--- src/rtl/mul_div_unit.sv ---
// ============================================================================
// Module   : mul_div_unit
// Purpose  : Iterative 32-bit multiply/divide unit (MULT/MULTU/DIV/DIVU) with HiLo write port.
// Revision : 1.0
// ============================================================================
`default_nettype none

module mul_div_unit (
    input  logic        Clock,
    input  logic        Reset,
    input  logic        Start,
    input  logic [1:0]  Op,
    input  logic [31:0] A,
    input  logic [31:0] B,
    output logic        Busy,
    output logic        Stall,
    output logic        Done,
    output logic        HiLoEn,
    output logic [63:0] HiLoWrite
);

    localparam logic [1:0] S_IDLE    = 2'd0;
    localparam logic [1:0] S_RUN     = 2'd1;
    localparam logic [1:0] S_FIX     = 2'd2;
    localparam logic [1:0] S_DONE    = 2'd3;
    localparam logic [4:0] LAST_ITER = 5'd31;

    logic [1:0]  state_q, state_d;
    logic [4:0]  cnt_q, cnt_d;
    logic [31:0] hi_q, hi_d;
    logic [31:0] lo_q, lo_d;
    logic [63:0] result_q, result_d;
    logic        is_div_q;
    logic        neg_q;
    logic        neg_rem_q;
    logic [31:0] a_q;
    logic [31:0] opnd_q;

    logic        w_signed, w_a_neg, w_b_neg, w_accept;
    logic [31:0] w_a_mag, w_b_mag;
    logic [32:0] w_sum;
    logic [31:0] w_mul_hi, w_mul_lo;
    logic [32:0] w_shifted;
    logic        w_fits;
    logic [31:0] w_trial, w_div_hi, w_div_lo;
    logic [63:0] w_prod, w_fix;

    assign w_signed = ~Op[0];
    assign w_a_neg  = w_signed & A[31];
    assign w_b_neg  = w_signed & B[31];
    assign w_a_mag  = w_a_neg ? (~A + 32'd1) : A;
    assign w_b_mag  = w_b_neg ? (~B + 32'd1) : B;
    assign w_accept = (state_q == S_IDLE) && Start;

    // Multiply: lo holds the multiplier and shifts out as the product fills in from the top.
    assign w_sum    = {1'b0, hi_q} + {1'b0, (lo_q[0] ? opnd_q : 32'd0)};
    assign w_mul_hi = w_sum[32:1];
    assign w_mul_lo = {w_sum[0], lo_q[31:1]};

    // Divide: hi is the partial remainder, lo shifts dividend out and quotient bits in.
    assign w_shifted = {hi_q, lo_q[31]};
    assign w_fits    = w_shifted >= {1'b0, opnd_q};
    assign w_trial   = w_shifted[31:0] - opnd_q;
    assign w_div_hi  = w_fits ? w_trial : w_shifted[31:0];
    assign w_div_lo  = {lo_q[30:0], w_fits};

    assign w_prod = {hi_q, lo_q};

    always_comb begin
        w_fix = 64'd0;
        if (!is_div_q) begin
            w_fix = neg_q ? (~w_prod + 64'd1) : w_prod;
        end else if (opnd_q == 32'd0) begin
            w_fix = {a_q, 32'hFFFF_FFFF};
        end else begin
            w_fix[63:32] = neg_rem_q ? (~hi_q + 32'd1) : hi_q;
            w_fix[31:0]  = neg_q     ? (~lo_q + 32'd1) : lo_q;
        end
    end

    always_comb begin
        state_d  = state_q;
        cnt_d    = cnt_q;
        hi_d     = hi_q;
        lo_d     = lo_q;
        result_d = result_q;
        case (state_q)
            S_IDLE: begin
                if (Start) begin
                    state_d = S_RUN;
                    cnt_d   = 5'd0;
                    hi_d    = 32'd0;
                    lo_d    = Op[1] ? w_a_mag : w_b_mag;
                end
            end
            S_RUN: begin
                hi_d  = is_div_q ? w_div_hi : w_mul_hi;
                lo_d  = is_div_q ? w_div_lo : w_mul_lo;
                cnt_d = cnt_q + 5'd1;
                if (cnt_q == LAST_ITER) begin
                    state_d = S_FIX;
                end
            end
            S_FIX: begin
                result_d = w_fix;
                state_d  = S_DONE;
            end
            default: state_d = S_IDLE;
        endcase
    end

    always_ff @(posedge Clock or posedge Reset) begin
        if (Reset) begin
            state_q   <= S_IDLE;
            cnt_q     <= 5'd0;
            hi_q      <= 32'd0;
            lo_q      <= 32'd0;
            result_q  <= 64'd0;
            is_div_q  <= 1'b0;
            neg_q     <= 1'b0;
            neg_rem_q <= 1'b0;
            a_q       <= 32'd0;
            opnd_q    <= 32'd0;
        end else begin
            state_q  <= state_d;
            cnt_q    <= cnt_d;
            hi_q     <= hi_d;
            lo_q     <= lo_d;
            result_q <= result_d;
            if (w_accept) begin
                is_div_q  <= Op[1];
                neg_q     <= w_a_neg ^ w_b_neg;
                neg_rem_q <= w_a_neg;
                a_q       <= A;
                opnd_q    <= Op[1] ? w_b_mag : w_a_mag;
            end
        end
    end

    assign Busy      = (state_q != S_IDLE);
    assign Done      = (state_q == S_DONE);
    assign HiLoEn    = Done;
    assign HiLoWrite = result_q;
    assign Stall     = ~Reset & (w_accept || (state_q == S_RUN) || (state_q == S_FIX));

endmodule

`default_nettype wire

--- config.mk ---
export PLATFORM = sky130hd
export DESIGN_NAME = mul_div_unit
export DESIGN_NICKNAME = d
export VERILOG_FILES = /design/src/rtl/mul_div_unit.sv
export SDC_FILE = /design/constraint.sdc
export NUM_CORES = 1
export LEC_CHECK = 0
export BUFFER_PORTS_ARGS = -buffer_cell sky130_fd_sc_hd__buf_2
export CAP_MARGIN = 20
export CELL_PAD_IN_SITES_DETAIL_PLACEMENT = 0
export CELL_PAD_IN_SITES_GLOBAL_PLACEMENT = 1
export CORE_MARGIN = 4
export CORE_UTILIZATION = 48
export CTS_BUF_LIST = sky130_fd_sc_hd__clkbuf_8
export CTS_CLUSTER_DIAMETER = 50
export DETAILED_ROUTE_END_ITERATION = 10
export PLACE_DENSITY = 0.93
export SLEW_MARGIN = 25
export SYNTH_ARGS = -nofsm -noshare
export SYNTH_HDL_FRONTEND = slang
export SYNTH_SLANG_ARGS = --single-unit
--- constraint.sdc ---
create_clock -name Clock -period 8 [get_ports Clock]
set_input_delay 0.8 -clock Clock [delete_from_list [all_inputs] [get_ports Clock]]
set_output_delay 0.8 -clock Clock [all_outputs]
set_load 0.005 [all_outputs]
---- Yosys cells after proc, flatten, opt, wreduce, memory -nomap -nowiden ----
Index checks and enable logic that the tools add are counted.
word-level totals
  bits in registers ....................... 202
  latch bits .............................. 0
  bits in writable memories ............... 0
  bits in read-only memories .............. 0
  input bits .............................. 69
  output and inout port bits .............. 68
  logic and storage cells ................. 67
  memories kept ........................... 0
operators by class
  add/sub/neg operators ................... 8
  $mul .................................... 0
  div/mod/pow operators ................... 0
  $lt $le $gt $ge ......................... 1
  equal/unequal tests ..................... 6
  shifts and indexed selects .............. 0
  muxes and demuxes ....................... 22
  bitwise gates (word level) .............. 11
  reductions and logical operators ........ 9
operator list
  kind                                            number
  two-way mux 32 bit                              12
  two-way mux 64 bit                              3
  adder 32 x 1 -> 32 bit (second input constant)  4
  NOT 32 bit                                      4
  case mux 32 bit (2 select lines)                2
  adder 64 x 1 -> 64 bit (second input constant)  1
  NOT 64 bit                                      1
  adder 32 x 32 -> 33 bit                         1
  >= comparator 33 x 32 -> 1 bit                  1
  zero test 32 bit                                1
  subtractor 32 bit                               1
  case mux 5 bit (2 select lines)                 1
  case mux 2 bit (3 select lines)                 1
  adder 5 x 1 -> 5 bit (second input constant)    1
  == test 5 bit (second input constant)           1
  two-way mux 5 bit                               1
  == test 2 bit (second input constant)           2
  two-way mux 2 bit                               2
  != test 2 bit (second input constant)           2
  AND reduction 2 bit                             2
  nonzero test 2 bit                              2
  bitwise AND 1 bit                               3
  == test 2 x 1 -> 1 bit (second input constant)  1
  zero test 2 bit                                 1
  other kinds (4)                                 6

---- Logic depth before layout (Yosys ltp) ----
  depth after elaboration ................. 6
  mapped depth ............................ 14
  gate-level depth less buffers ........... 13

---- Worst setup path before layout ----
No wires, ideal clock.
  path type ............................... register to register
  start point ............................. reg lo_q[0]
  end point ............................... reg hi_q[24]
  arrival ................................. 3.125 ns
  required time ........................... 7.874 ns
  slack ................................... 4.749 ns
  stages on the path, launching flop included .. 14
  path through ............................ dfrtp_1 inv_1 clkbuf_1 nor2_1 ha_1 a21oi_1 o211ai_1 a211oi_1 a21oi_1 a221o_1 a211oi_1 xor2_1 nor2_1 a221o_1
between the ends
  cells in the longest elaborated chain, start to end .. 4
ends and longest elaborated chain
  item                              RTL line  source
  start, declared                   31        logic [31:0] lo_q, lo_d;
  start signal, assigned            128       lo_q <= lo_d;
  two-way mux 32 bit                56        assign w_sum = {1'b0, hi_q} + {1'b0, (lo_q[0] ? opnd_q : 32'd0)};
  adder 32 x 32 -> 33 bit           56
  two-way mux 32 bit                97        hi_d = is_div_q ? w_div_hi : w_mul_hi;
  case mux 32 bit (2 select lines)  87        case (state_q)
  end signal, assigned              127       hi_q <= hi_d;
  end, declared                     30        logic [31:0] hi_q, hi_d;
No other way between the ends.
A chain may end at the register's enable or synchronous reset.

---- Final worst setup path ----
  start point ............................. reg lo_q[0]
  end point ............................... reg hi_q[30]
The elaborated chain is that of the path after synthesis.

==> summary.md <==
| Metric | Value |
|---|---|
| CTS Buffer Depth | `3` |
| Nets | `2219` |
| Vias per cell | `6.29` |
| Core area | `0.0339 mm²` |
| CTS tree | `done` |
| Yosys warnings | `0` |
| PD cells | `430 mW/mm²` |
| First-pass GRT wire length | `90400 µm` |
| Drt pass-1 iters | `6` |
| Setup violators final | `0` |
| Synth async-reset ratio | `100%` |
| Detailed Route Iter0 Violations | `1823` |
| Residual DRC count | `0` |
| Detailed Route WL | `58100 µm` |
| Syn Inst Count | `2017` |
| DIE AREA | `0.0377 mm²` |
| Initial antenna violation count | `1` |
| Worst Hold Class | `in2async` |
| Max-Cap Viols | `0` |
| Clock tree sinks | `202` |
| Die H | `194 µm` |
| Avg WL per Cell | `22.8 µm` |
| Worst-margin pin slew | `0.964 ns` |
| Final period util | `51.1%` |
| I/O Buffers | `136` |
| Syn_nets | `2162` |
| CP Max Fanout | `30` |
| Cts repair resizes | `0` |
| RSZ-0062 raised after global routing | `no` |
| Post-CTS setup buffer count | `0` |
| Cts hold-fix bufs | `0` |
| Yosys cell types | `87` |
| Global route overflow | `0` |
| Setup TNS Final | `0 ns` |
| CP Data Required Time | `8.53 ns` |
| Fin. Hold Viols | `0` |
| Post-synth EDFFs | `0` |
| Primary FF master, synth | `dfrtp_1` |
| H-tree depth | `2` |
| Clock Pin Slew Worst Setup and Hold Paths | `0.06 ns` |
| Slew Limit Fails | `0` |
| Relative slew margins | `35.6%` |
| GRT Total Usage | `29.7%` |
| CP endpoint kind | `register` |
| Row count | `67` |
| Pin count of the biggest net entering global routing | `123` |
| Share of the yosys chip area belonging to registers | `30.3%` |
| # fillers | `3192` |
| GPL Wtd Cong | `0.977` |
| Clk root buf | `clkbuf_8` |
| LEAKAGE | `7.86 nW` |
| Max Freq | `245 MHz` |
| Vias | `16062` |
| Status | `finished clean` |
| Worst VDD drop | `0.336 mV` |
| Worst Setup Start Kind | `register` |
| Syn_area_per_cell | `8.26 µm²` |
| DP Wirelength | `43500 µm` |
| Final Total Pwr | `7.92 mW` |
| Die W | `194 µm` |
| Layout cells sized above 1 | `15.0%` |
| Num CTS Buffers | `40` |
| # IOs | `137` |
| Worst skew pair latency | `0.59 ns` |
| Post-route ant nets | `0` |
| Synth area leader | `dfrtp_1` |
| WP data arrival | `4.61 ns` |
| #FFs+latches synth | `202` |
| Synth top area cells | `dfrtp_1, xnor2_1, ha_1` |
| Post-synth top area share | `30.3%` |
| Initial Utilization | `49.2%` |
| Final min period | `4.09 ns` |
| Vias in the first global route | `15426` |
| Synth Cell Area | `0.0167 mm²` |
| CP Class | `reg2reg` |
| Final Skew | `0.0339 ns` |
| Area growth from synthesis to final layout | `10.7%` |
where the power goes:
part | switching (mW) | internal, mW
Clock | 0.517 | 0.690
Combinational | 2.82 | 1.84
Sequential | 0.579 | 1.48
registers in the layout, summed over array words and instances, names as in the netlist:
signal / cells
cnt_q: 5
lo_q: 32
neg_q: 1
neg_rem_q: 1
HiLoWrite: 64
opnd_q: 32
state_q: 2
hi_q: 32
a_q: 32
is_div_q: 1
synth_stat cells (all sizes together), types with 25 or more instances:
| master | n |
|---|---|
| o21ai | 168 |
| xor2 | 79 |
| o31ai | 25 |
| a21oi | 178 |
| mux2i | 52 |
| mux2 | 55 |
| a211oi | 29 |
| a21o | 25 |
| nor3 | 37 |
| ha | 74 |
| nand3 | 39 |
| clkbuf | 115 |
| nand2 | 166 |
| xnor2 | 122 |
| o211ai | 25 |
| dfrtp | 202 |
| nor2 | 194 |
| o22a | 27 |
| inv | 79 |
logic make-up after synthesis:
kind of cell / share of synthesized area, %
fa+ha+maj: 5.80
xor+xnor: 10.6
compound gates: 24.0
mux: 6.84
buf+inv: 5.24
simple gates: 17.2
flops: 30.3
cell type report:
| cell class | instances | area, µm² | share of cell area, % |
|---|---|---|---|
| multi-input combinational | 1597 | 10800 | 58.5 |
| sequential | 202 | 5060 | 27.5 |
| timing repair buffer | 152 | 805 | 4.37 |
| clock buffer | 52 | 716 | 3.88 |
| tap | 448 | 561 | 3.04 |
| inverter | 81 | 312 | 1.69 |
| clock inverter | 20 | 195 | 1.06 |
| antenna | 1 | 2.50 | 0.0136 |
critical path: stages, from the launching register on:
cell	delay, ns
dfrtp_1	0.42
inv_1	0.12
buf_4	0.36
nor2_1	0.09
ha_1	0.26
a211oi_1	0.38
o211ai_1	0.26
a211oi_1	0.60
nand2_1	0.24
a311o_1	0.37
a31o_2	0.29
a21oi_1	0.22
mux2i_1	0.24
a32o_1	0.19
path summary, 6_finish.rpt:
| kind | to | slack (ns) | startpoint | cells after the start |
|---|---|---|---|---|
| setup reg to reg | hi_q[30] | 3.91 | lo_q[0] | 13 |
| setup / recovery | hi_q[30] | 3.91 | lo_q[0] | 13 |
| min in group Clock | HiLoWrite[48] | 0.49 | HiLoWrite[48] | 1 |
| hold reg to reg | HiLoWrite[48] | 0.49 | HiLoWrite[48] | 1 |
| max in group asynchronous | is_div_q | 6.30 | Reset | 3 |
| hold / removal | HiLoWrite[2] | 0.40 | Reset | 2 |
layer usage:
metal / vias up / wire [µm] / track usage [%]
met4: 0 / 1680 / 8.80
met5: - / 0 / 0
met1: 7802 / 25000 / 42.4
li1: 7421 / - / -
met3: 104 / 5130 / 5.86
met2: 735 / 26300 / 45.9
cell usage in the layout (no fill, tap or decap), types with 17 or more instances in the layout:
master and count:
a21oi_1 176, a22oi_1 23, o22a_1 27, nand2_1 165, ha_1 72, o21ai_1 26
mux2_2 54, nor4_1 21, o221ai_1 22, inv_1 84, a31oi_1 24, nor2_1 192
o31ai_1 25, mux2i_1 52, o211ai_1 25, xnor2_1 122, a211oi_1 28, buf_2 136
xor2_1 79, nand3_1 38, a21o_1 25, clkbuf_8 52, dfrtp_1 200, nand2b_1 23
or4_1 17, nor3_1 36, o21ai_0 137
per-stage QoR:
step	hold slack, ns	setup slack, ns	util, %	std cells	instance area, µm²
after floorplan	0.450	1.69	-	2017	16700
after global placement	0.460	4.06	51.7	2480	17500
after detailed placement	0.470	4.04	51.7	2480	17500
after CTS	0.425	4.06	54.4	2552	18400
after global routing	0.494	3.80	54.4	2553	18400
final	0.404	3.91	54.4	2553	18400
(Power assumes the default switching activity.)
